[src/rtl/interval_timer_pkg.sv]
// Shared timer constants: default board tick rate, phase durations and width helpers.
// Pure definitions; no state, no latency, no backpressure.
package interval_timer_pkg;

    localparam int TIMER_WIDTH  = 8;
    localparam int DEF_TICK_DIV = 50_000_000;

    localparam int GREEN_S = 30;
    localparam int AMBER_S = 4;
    localparam int RED_S   = 30;
    localparam int PED_S   = 15;

    typedef enum logic [1:0] {
        PH_GREEN = 2'd0,
        PH_AMBER = 2'd1,
        PH_RED   = 2'd2,
        PH_PED   = 2'd3
    } phase_e;

    function automatic int phase_seconds(phase_e ph);
        case (ph)
            PH_GREEN: return GREEN_S;
            PH_AMBER: return AMBER_S;
            PH_RED:   return RED_S;
            default:  return PED_S;
        endcase
    endfunction

    // A divide-by-1 prescaler still needs a 1-bit counter to stay legal.
    function automatic int cnt_width(int div);
        return (div <= 1) ? 1 : $clog2(div);
    endfunction

endpackage

[src/rtl/interval_timer_if.sv]
// Control/status bundle between a phase controller (master) and the interval timer (slave).
// Plain wires; timing is owned by the endpoints, no backpressure.
interface interval_timer_if
    import interval_timer_pkg::*;
#(
    parameter int WIDTH = TIMER_WIDTH
);
    logic [WIDTH-1:0] value;
    logic             start_timer;
    logic             pause;
    logic             auto_reload;
    logic [WIDTH-1:0] remaining;
    logic             running;
    logic             expired;
    logic             done;

    modport master (
        output value, start_timer, pause, auto_reload,
        input  remaining, running, expired, done
    );

    modport slave (
        input  value, start_timer, pause, auto_reload,
        output remaining, running, expired, done
    );
endinterface

[src/rtl/interval_timer_tick_prescaler.sv]
// Divides clkin into a one-cycle tick every TICK_DIV enabled cycles; clr restarts the phase.
// Tick is combinational off the counter; counter holds when en is low, no backpressure.
module tick_prescaler
    import interval_timer_pkg::*;
#(
    parameter int TICK_DIV = DEF_TICK_DIV
) (
    input  logic clkin,
    input  logic reset,
    input  logic clr,
    input  logic en,
    output logic tick
);
    localparam int            CW   = cnt_width(TICK_DIV);
    localparam logic [CW-1:0] LAST = CW'(TICK_DIV - 1);

    logic [CW-1:0] cnt;

    assign tick = en && (cnt == LAST);

    always_ff @(posedge clkin) begin
        if (reset) begin
            cnt <= '0;
        end else if (clr) begin
            cnt <= '0;
        end else if (en) begin
            cnt <= tick ? '0 : cnt + CW'(1);
        end
    end
endmodule

[src/rtl/interval_timer.sv]
// Seconds countdown timer with pause, restart and periodic auto-reload; expired is registered.
// Expiry edge = start edge + value*TICK_DIV + paused cycles; pause is the only hold, no backpressure.
module interval_timer
    import interval_timer_pkg::*;
#(
    parameter int WIDTH    = TIMER_WIDTH,
    parameter int TICK_DIV = DEF_TICK_DIV
) (
    input  logic             clkin,
    input  logic             reset,
    interval_timer_if.slave  tmr
);
    logic [WIDTH-1:0] remaining_q;
    logic             running_q;
    logic             done_q;
    logic             expired_q;

    logic tick;
    logic last_tick;
    logic reload;

    // The prescaler only advances while running, so a tick always belongs to a live interval.
    assign last_tick = tick && running_q && (remaining_q == WIDTH'(1));
    assign reload    = last_tick && tmr.auto_reload && (tmr.value != '0);

    tick_prescaler #(
        .TICK_DIV (TICK_DIV)
    ) u_prescaler (
        .clkin (clkin),
        .reset (reset),
        .clr   (tmr.start_timer || reload),
        .en    (running_q && !tmr.pause),
        .tick  (tick)
    );

    always_ff @(posedge clkin) begin
        if (reset) begin
            remaining_q <= '0;
            running_q   <= 1'b0;
            done_q      <= 1'b0;
            expired_q   <= 1'b0;
        end else if (tmr.start_timer) begin
            // A zero-length interval finishes on the load edge itself.
            remaining_q <= tmr.value;
            running_q   <= (tmr.value != '0);
            done_q      <= (tmr.value == '0);
            expired_q   <= (tmr.value == '0);
        end else begin
            expired_q <= 1'b0;
            if (last_tick) begin
                expired_q <= 1'b1;
                if (reload) begin
                    remaining_q <= tmr.value;
                end else begin
                    remaining_q <= '0;
                    running_q   <= 1'b0;
                    done_q      <= 1'b1;
                end
            end else if (tick && (remaining_q != '0)) begin
                remaining_q <= remaining_q - WIDTH'(1);
            end
        end
    end

    assign tmr.remaining = remaining_q;
    assign tmr.running   = running_q;
    assign tmr.done      = done_q;
    assign tmr.expired   = expired_q;
endmodule
[src/flat_wrapper.sv]
// flat-port wrapper written by rule: the top's interface ports become plain ports
module interval_timer_flat import interval_timer_pkg::*;
#(
    parameter int WIDTH    = TIMER_WIDTH,
    parameter int TICK_DIV = DEF_TICK_DIV
)
  (clkin, reset, tmr_value, tmr_start_timer, tmr_pause, tmr_auto_reload, tmr_remaining, tmr_running, tmr_expired, tmr_done);
  interval_timer_if #(.WIDTH(WIDTH)) tmr_i ();
  input  logic clkin;
  input  logic reset;
  input wire logic [$bits(tmr_i.value)-1:0] tmr_value;
  input wire logic [$bits(tmr_i.start_timer)-1:0] tmr_start_timer;
  input wire logic [$bits(tmr_i.pause)-1:0] tmr_pause;
  input wire logic [$bits(tmr_i.auto_reload)-1:0] tmr_auto_reload;
  output wire logic [$bits(tmr_i.remaining)-1:0] tmr_remaining;
  output wire logic [$bits(tmr_i.running)-1:0] tmr_running;
  output wire logic [$bits(tmr_i.expired)-1:0] tmr_expired;
  output wire logic [$bits(tmr_i.done)-1:0] tmr_done;
  assign tmr_i.value = tmr_value;
  assign tmr_i.start_timer = tmr_start_timer;
  assign tmr_i.pause = tmr_pause;
  assign tmr_i.auto_reload = tmr_auto_reload;
  assign tmr_remaining = tmr_i.remaining;
  assign tmr_running = tmr_i.running;
  assign tmr_expired = tmr_i.expired;
  assign tmr_done = tmr_i.done;
  interval_timer #(.WIDTH(WIDTH), .TICK_DIV(TICK_DIV)) u_core (.clkin(clkin), .reset(reset), .tmr(tmr_i));
endmodule
[config.mk]
export PLATFORM = sky130hd
export DESIGN_NAME = interval_timer_flat
export DESIGN_NICKNAME = d
export VERILOG_FILES = /design/src/rtl/interval_timer_pkg.sv /design/src/rtl/interval_timer_if.sv /design/src/rtl/interval_timer_tick_prescaler.sv /design/src/rtl/interval_timer.sv /design/src/flat_wrapper.sv
export SDC_FILE = /design/constraint.sdc
export NUM_CORES = 1
export LEC_CHECK = 0
export CAP_MARGIN = 20
export CORE_MARGIN = 5
export CORE_UTILIZATION = 35
export CTS_CLUSTER_SIZE = 40
export DETAILED_ROUTE_END_ITERATION = 6
export SYNTH_ARGS = -nofsm -noshare
export SYNTH_HDL_FRONTEND = slang
export SYNTH_HIERARCHICAL = 1
export SYNTH_SLANG_ARGS = --single-unit
[constraint.sdc]
create_clock -name clkin -period 3.7 [get_ports clkin]
set_input_delay 0.37 -clock clkin [delete_from_list [all_inputs] [get_ports clkin]]
set_output_delay 0.37 -clock clkin [all_outputs]
set_load 0.01 [all_outputs]
# After elaboration in Yosys (flattened, before gate mapping)
# Index checks and enable logic that the tools add are counted.
# totals
output_inout_bits	11
word_cells	39
ff_bits	37
inputBits	13
# op_classes
n_reduce_logical	16
add_sub_neg	2
muxes	13
n_eq_ne	3
# ops
operator	count
8-bit two-way mux	4
26-bit by 1-bit adder with 26-bit output, second input constant	1
26-bit equality test, second input constant	1
26-bit two-way mux	1
8-bit nonzero test	2
8-bit by 1-bit equality test with 1-bit output, second input constant	1
8-bit zero test	1
1-bit two-way mux	8
8-bit by 1-bit subtractor with 8-bit output, second input constant	1
1-bit logical AND	7
3-bit nonzero test	1
2-bit inequality test, second input constant	1
2-bit AND reduction	1
2-bit nonzero test	1
2-bit OR reduction	1
1-bit zero test	1
1-bit logical OR	1

# Longest topological paths before layout
# logic_depth
word_depth	10
depth_mapped	14
ltp_nobuf	10

# Hierarchy
# The synthesis kept the hierarchy.
# by_module_without_submodules
module	cells_each	instances	area_each_um2	seq_area_each_um2
tick_prescaler	156	1	1343.8	520.5
interval_timer	101	1	773.2	220.2

# Worst setup path before layout
# No wires, ideal clock.
# synth_path
kind	register to register
startpoint	register u_core.running_q (netlist: u_core/tmr.running)
endpoint	register u_core.u_prescaler.cnt[21]
arrival_ps	2583
setup_ps	125
stages_incl_launch_ff	15
required_time_ps	3575
n_path_buf	4
synth_period_minus_slack_ps	2709
setup_slack_ps	991
cell_sequence	dfxtp_1 nor2b_1 and3_1 buf_2 nand2_1 nor3_1 clkbuf_1 and4_1 buf_4 a21oi_1 inv_1 nor2_1 o31ai_2 buf_2 a21oi_1
# synth_between
elab_chain_cells	8
elab_cells_between_ends	9
classes_between	mux (1); reduce/logical (8)
# synth_lines
element	line_no	text
start: declaration	interval_timer.sv:14	logic running_q;
start signal: assignment	interval_timer.sv:45	running_q <= (tmr.value != '0);
1-bit logical AND *	interval_timer.sv:32	.en (running_q && !tmr.pause),
1-bit logical AND *	interval_timer_tick_prescaler.sv:19	assign tick = en && (cnt == LAST);
named net u_core.tick	interval_timer.sv:18	logic tick;
1-bit logical AND (2 in series)	interval_timer.sv:23	assign last_tick = tick && running_q && (remaining_q == WIDTH'(1));
1-bit logical AND (2 in series)	interval_timer.sv:24	assign reload = last_tick && tmr.auto_reload && (tmr.value != '0);
1-bit logical OR	interval_timer.sv:31	.clr (tmr.start_timer || reload),
2-bit OR reduction (no line)	n/a	
end signal: assignment	interval_timer_tick_prescaler.sv:27	cnt <= tick ? '0 : cnt + CW'(1);
end: declaration	interval_timer_tick_prescaler.sv:17	logic [CW-1:0] cnt;
# Mark *: on every way through the listed nets, which the timed path passes. The rest lies on a longest branch.
# A chain may end at the register's enable or synchronous reset.

# Worst setup path after layout
# layout_path
startpoint	input tmr_pause
endpoint	register u_core.u_prescaler.cnt[12]
# layout_between
elab_chain_cells	9
elab_cells_between_ends	10
classes_between	mux (1); reduce/logical (9)
# layout_lines
element	line_no	text
start: declaration	flat_wrapper.sv:13	input wire logic [$bits(tmr_i.pause)-1:0] tmr_pause;
1-bit zero test *	interval_timer.sv:32	
1-bit logical AND *	interval_timer.sv:32	
1-bit logical AND *	interval_timer_tick_prescaler.sv:19	
named net u_core.tick	interval_timer.sv:18	
1-bit logical AND (2 in series)	interval_timer.sv:23	
1-bit logical AND (2 in series)	interval_timer.sv:24	
1-bit logical OR	interval_timer.sv:31	
2-bit OR reduction (no line)	n/a	
# Marked as above.

==> impl_metrics.ini <==
[clock_network]
clk_pin_slew_worst_paths_ns = 0.08
clkSinkCount = 37
ctsResizeCount = 0
root_buffer = clkbuf_8
cts_buffer_depth = 2
numCtsBuffers = 5
clk_latency_ns = 0.29
cts_tree = built
cts.htree.levels = 2
cts_hold_buf = 0
post-cts-setup-buffers = 0

[synth]
syn-num-nets = 273
synth_seq_cells = 37
syn_area_per_cell_um2 = 8.24
yosysWarnings = 6
synth_flop_cell = dfxtp_1
synth_area_um2 = 2120
syn_inst = 257
yosysSeqAreaShare_pct = 35.0
synth_edf_count = 0
synth_cell_types = 55
async_flop_share_pct = 0

[sta]
hold_violations = 0
finalClockSkew_ns = 0.00425
rsz0062_at_grt = false
fin_crit_ns = 2.85
setup_ws_ns = 0.848
tightestPinTransition_ns = 0.582
setup_viol = 0
fmax_mhz = 351
slew_violations = 0
final.setup.tns_ns = 0
period_share_pct = 77.1
slew_headroom_pct = 61.1

[routing]
drt_pass1_iterations = 4
drt_wl_total_um = 5340
drt_iter0_drc = 150
wl_per_cell_um = 14.9
vias = 2028
routed_via_density = 5.68
ant_nets = 0
drc = 0

[placement]
portBuffers = 23
dp_slack_ns = 0.567
place_congestion = 0.863
dp_hpwl_um = 3800

[setup_path]
crit_path_end_kind = flop
r2r-start = u_core/tmr.running
worstSetupPathType = in -> reg
timing.rr.end = u_core/u_prescaler/cnt[12]
critPathArrivalTime_ns = 3.03
rr_worst_depth = 11
cp-start-kind = input pin
critPathRequiredTime_ns = 3.88
startpoint = tmr_pause
r2r_slack_ns = 0.85
cp_max_fo = 22

[floorplan]
core_area_um2 = 5890
num_io_pins = 24
die_x_um = 87.8
fp-row-count = 28
die-area_um2 = 7700
die_h_um = 87.8
initial_core_util_pct = 36.0

[layout]
regArea_um2 = 741
area_delta_synth_final_pct = 19.8
final_cell_mix = dfxtp_1, clkdlybuf4s50_1, nor2_1
multi_input_area_um2 = 1300
layout-drive-gt1-share_pct = 9.22
mostFrequentLayoutCell = dfxtp_1
nNetsFinal = 297
diodes = 0
nFillCells = 610

[power_and_ir_drop]
power_frac_clock_pct = 41.0
switchingPower_mw = 0.231
leakagePower_nw = 0.801
share_comb_of_total_power_pct = 12.5
p_int_mw = 0.680
ir_worst_vdd_v = 0.000241
cellPowerDensity_nw_per_um2 = 359
p_sw_share_pct = 25.4
power_frac_seq_pct = 46.5

[global_route]
grt_usage_pct = 15.1
antenna_found_initial = 0
grt_max_degree = 23
grt_pass1_wl_um = 9220
overflow = 0
grt_pass1_vias = 1889

[worst_hold_path]
min_path_type = reg -> reg
holdPathEnd = u_core/u_prescaler/cnt[25]
min_from = u_core/u_prescaler/cnt[25]
holdPathStages = 2

[status]
status = finished clean

[flow_run]
maxCapViolCount = 0
==> routing by layer <==
metal  global-route usage (%)  part of all wire, %  wire [um]  up-vias
met5                        0                    0          0        -
met4                     4.88                  1.2         62        0
met3                     3.48                  4.0        215        6
met2                     22.7                   44       2340       58
met1                     21.5                   51       2720      943
li1                         -                    -          -     1021
==> critical path, stage by stage <==
cell,delay [ns]
clkdlybuf4s50_1,0.41
nor2b_1,0.35
and3_1,0.25
nand2_1,0.13
nor3_1,0.26
and4_1,0.45
a21oi_1,0.16
inv_1,0.10
nor2_1,0.10
o31ai_2,0.08
buf_4,0.29
nor2_1,0.08
==> power groups by stage <==
stage          combinational, mW  sequential [mW]  clock [mW]
2_1_floorplan             0.0580            0.433           0
3_3_place_gp               0.112            0.434           0
3_5_place_dp               0.112            0.433           0
4_1_cts                    0.112            0.424       0.386
5_1_grt                    0.125            0.427       0.404
6_report                   0.114            0.424       0.374
==> final cells by class <==
type                       count  share of cell area (%)
multi-input combinational    204                    51.2
sequential                    37                    29.2
timing repair buffer          27                    10.3
tap                           75                    3.70
clock buffer                   6                    3.26
clock inverter                 2                    1.48
inverter                       6                   0.888
==> metrics by stage <==
step	utilization (%)	power, mW	hold WS, ns	cell area (um^2)	cells
after floorplan	-	0.491	0.439	2120	257
after global placement	41.1	0.546	0.482	2420	349
after detailed placement	41.1	0.545	0.491	2420	349
after CTS	43.1	0.922	0.512	2540	357
after global routing	43.1	0.955	0.540	2540	357
final	43.1	0.912	0.508	2540	357
==> flip-flops by register name (all words and copies together) (netlist names) <==
signal	flops
u_core/tmr.done	1
u_core/tmr.expired	1
u_core/tmr.remaining	8
u_core/tmr.running	1
u_core/u_prescaler/cnt	26
==> kinds of logic after synthesis <==
family | Yosys count | synth area share, %
AO/OA/AOI/OAI | 64 | 19.8
XOR/XNOR | 12 | 4.96
flip-flops | 37 | 35.0
adder cells (fa/ha/maj) | 3 | 1.77
AND/OR/NAND/NOR | 125 | 34.8
buffers and inverters | 16 | 3.66
==> cell usage after synthesis, types with 2 or more instances <==
| cell type | count | area, um^2 |
|---|---|---|
| nand2_1 | 20 | 75.1 |
| clkbuf_1 | 3 | 11.3 |
| and3_1 | 2 | 12.5 |
| o21ai_0 | 20 | 100 |
| or4_1 | 5 | 37.5 |
| dfxtp_1 | 37 | 741 |
| nor4_1 | 3 | 18.8 |
| xor2_1 | 9 | 78.8 |
| ha_1 | 3 | 37.5 |
| nor2b_1 | 3 | 18.8 |
| a31oi_1 | 7 | 43.8 |
| xnor2_1 | 3 | 26.3 |
| and4_1 | 4 | 35.0 |
| nand4_1 | 12 | 75.1 |
| nor4b_1 | 5 | 43.8 |
| buf_2 | 5 | 25.0 |
| nor3_1 | 3 | 15.0 |
| o31ai_1 | 4 | 30.0 |
| nand3_1 | 19 | 95.1 |
| or3_1 | 8 | 50.1 |
| a21oi_1 | 14 | 70.1 |
| inv_1 | 6 | 22.5 |
| o41ai_1 | 2 | 17.5 |
| and2_1 | 4 | 25.0 |
| nor2_1 | 23 | 86.3 |
| nand3b_1 | 3 | 22.5 |
| a21oi_2 | 2 | 17.5 |
==> worst max-delay path by stage <==
stage / to / depth (start not counted)
6_report: u_core/u_prescaler/cnt[12] / 12
2_1_floorplan: u_core/u_prescaler/cnt[21] / 14
5_1_grt: u_core/u_prescaler/cnt[22] / 11
3_3_place_gp: u_core/u_prescaler/cnt[12] / 12
4_1_cts: u_core/u_prescaler/cnt[12] / 11
3_5_place_dp: u_core/u_prescaler/cnt[12] / 12
Note: power is estimated with default switching activity, not from simulation.
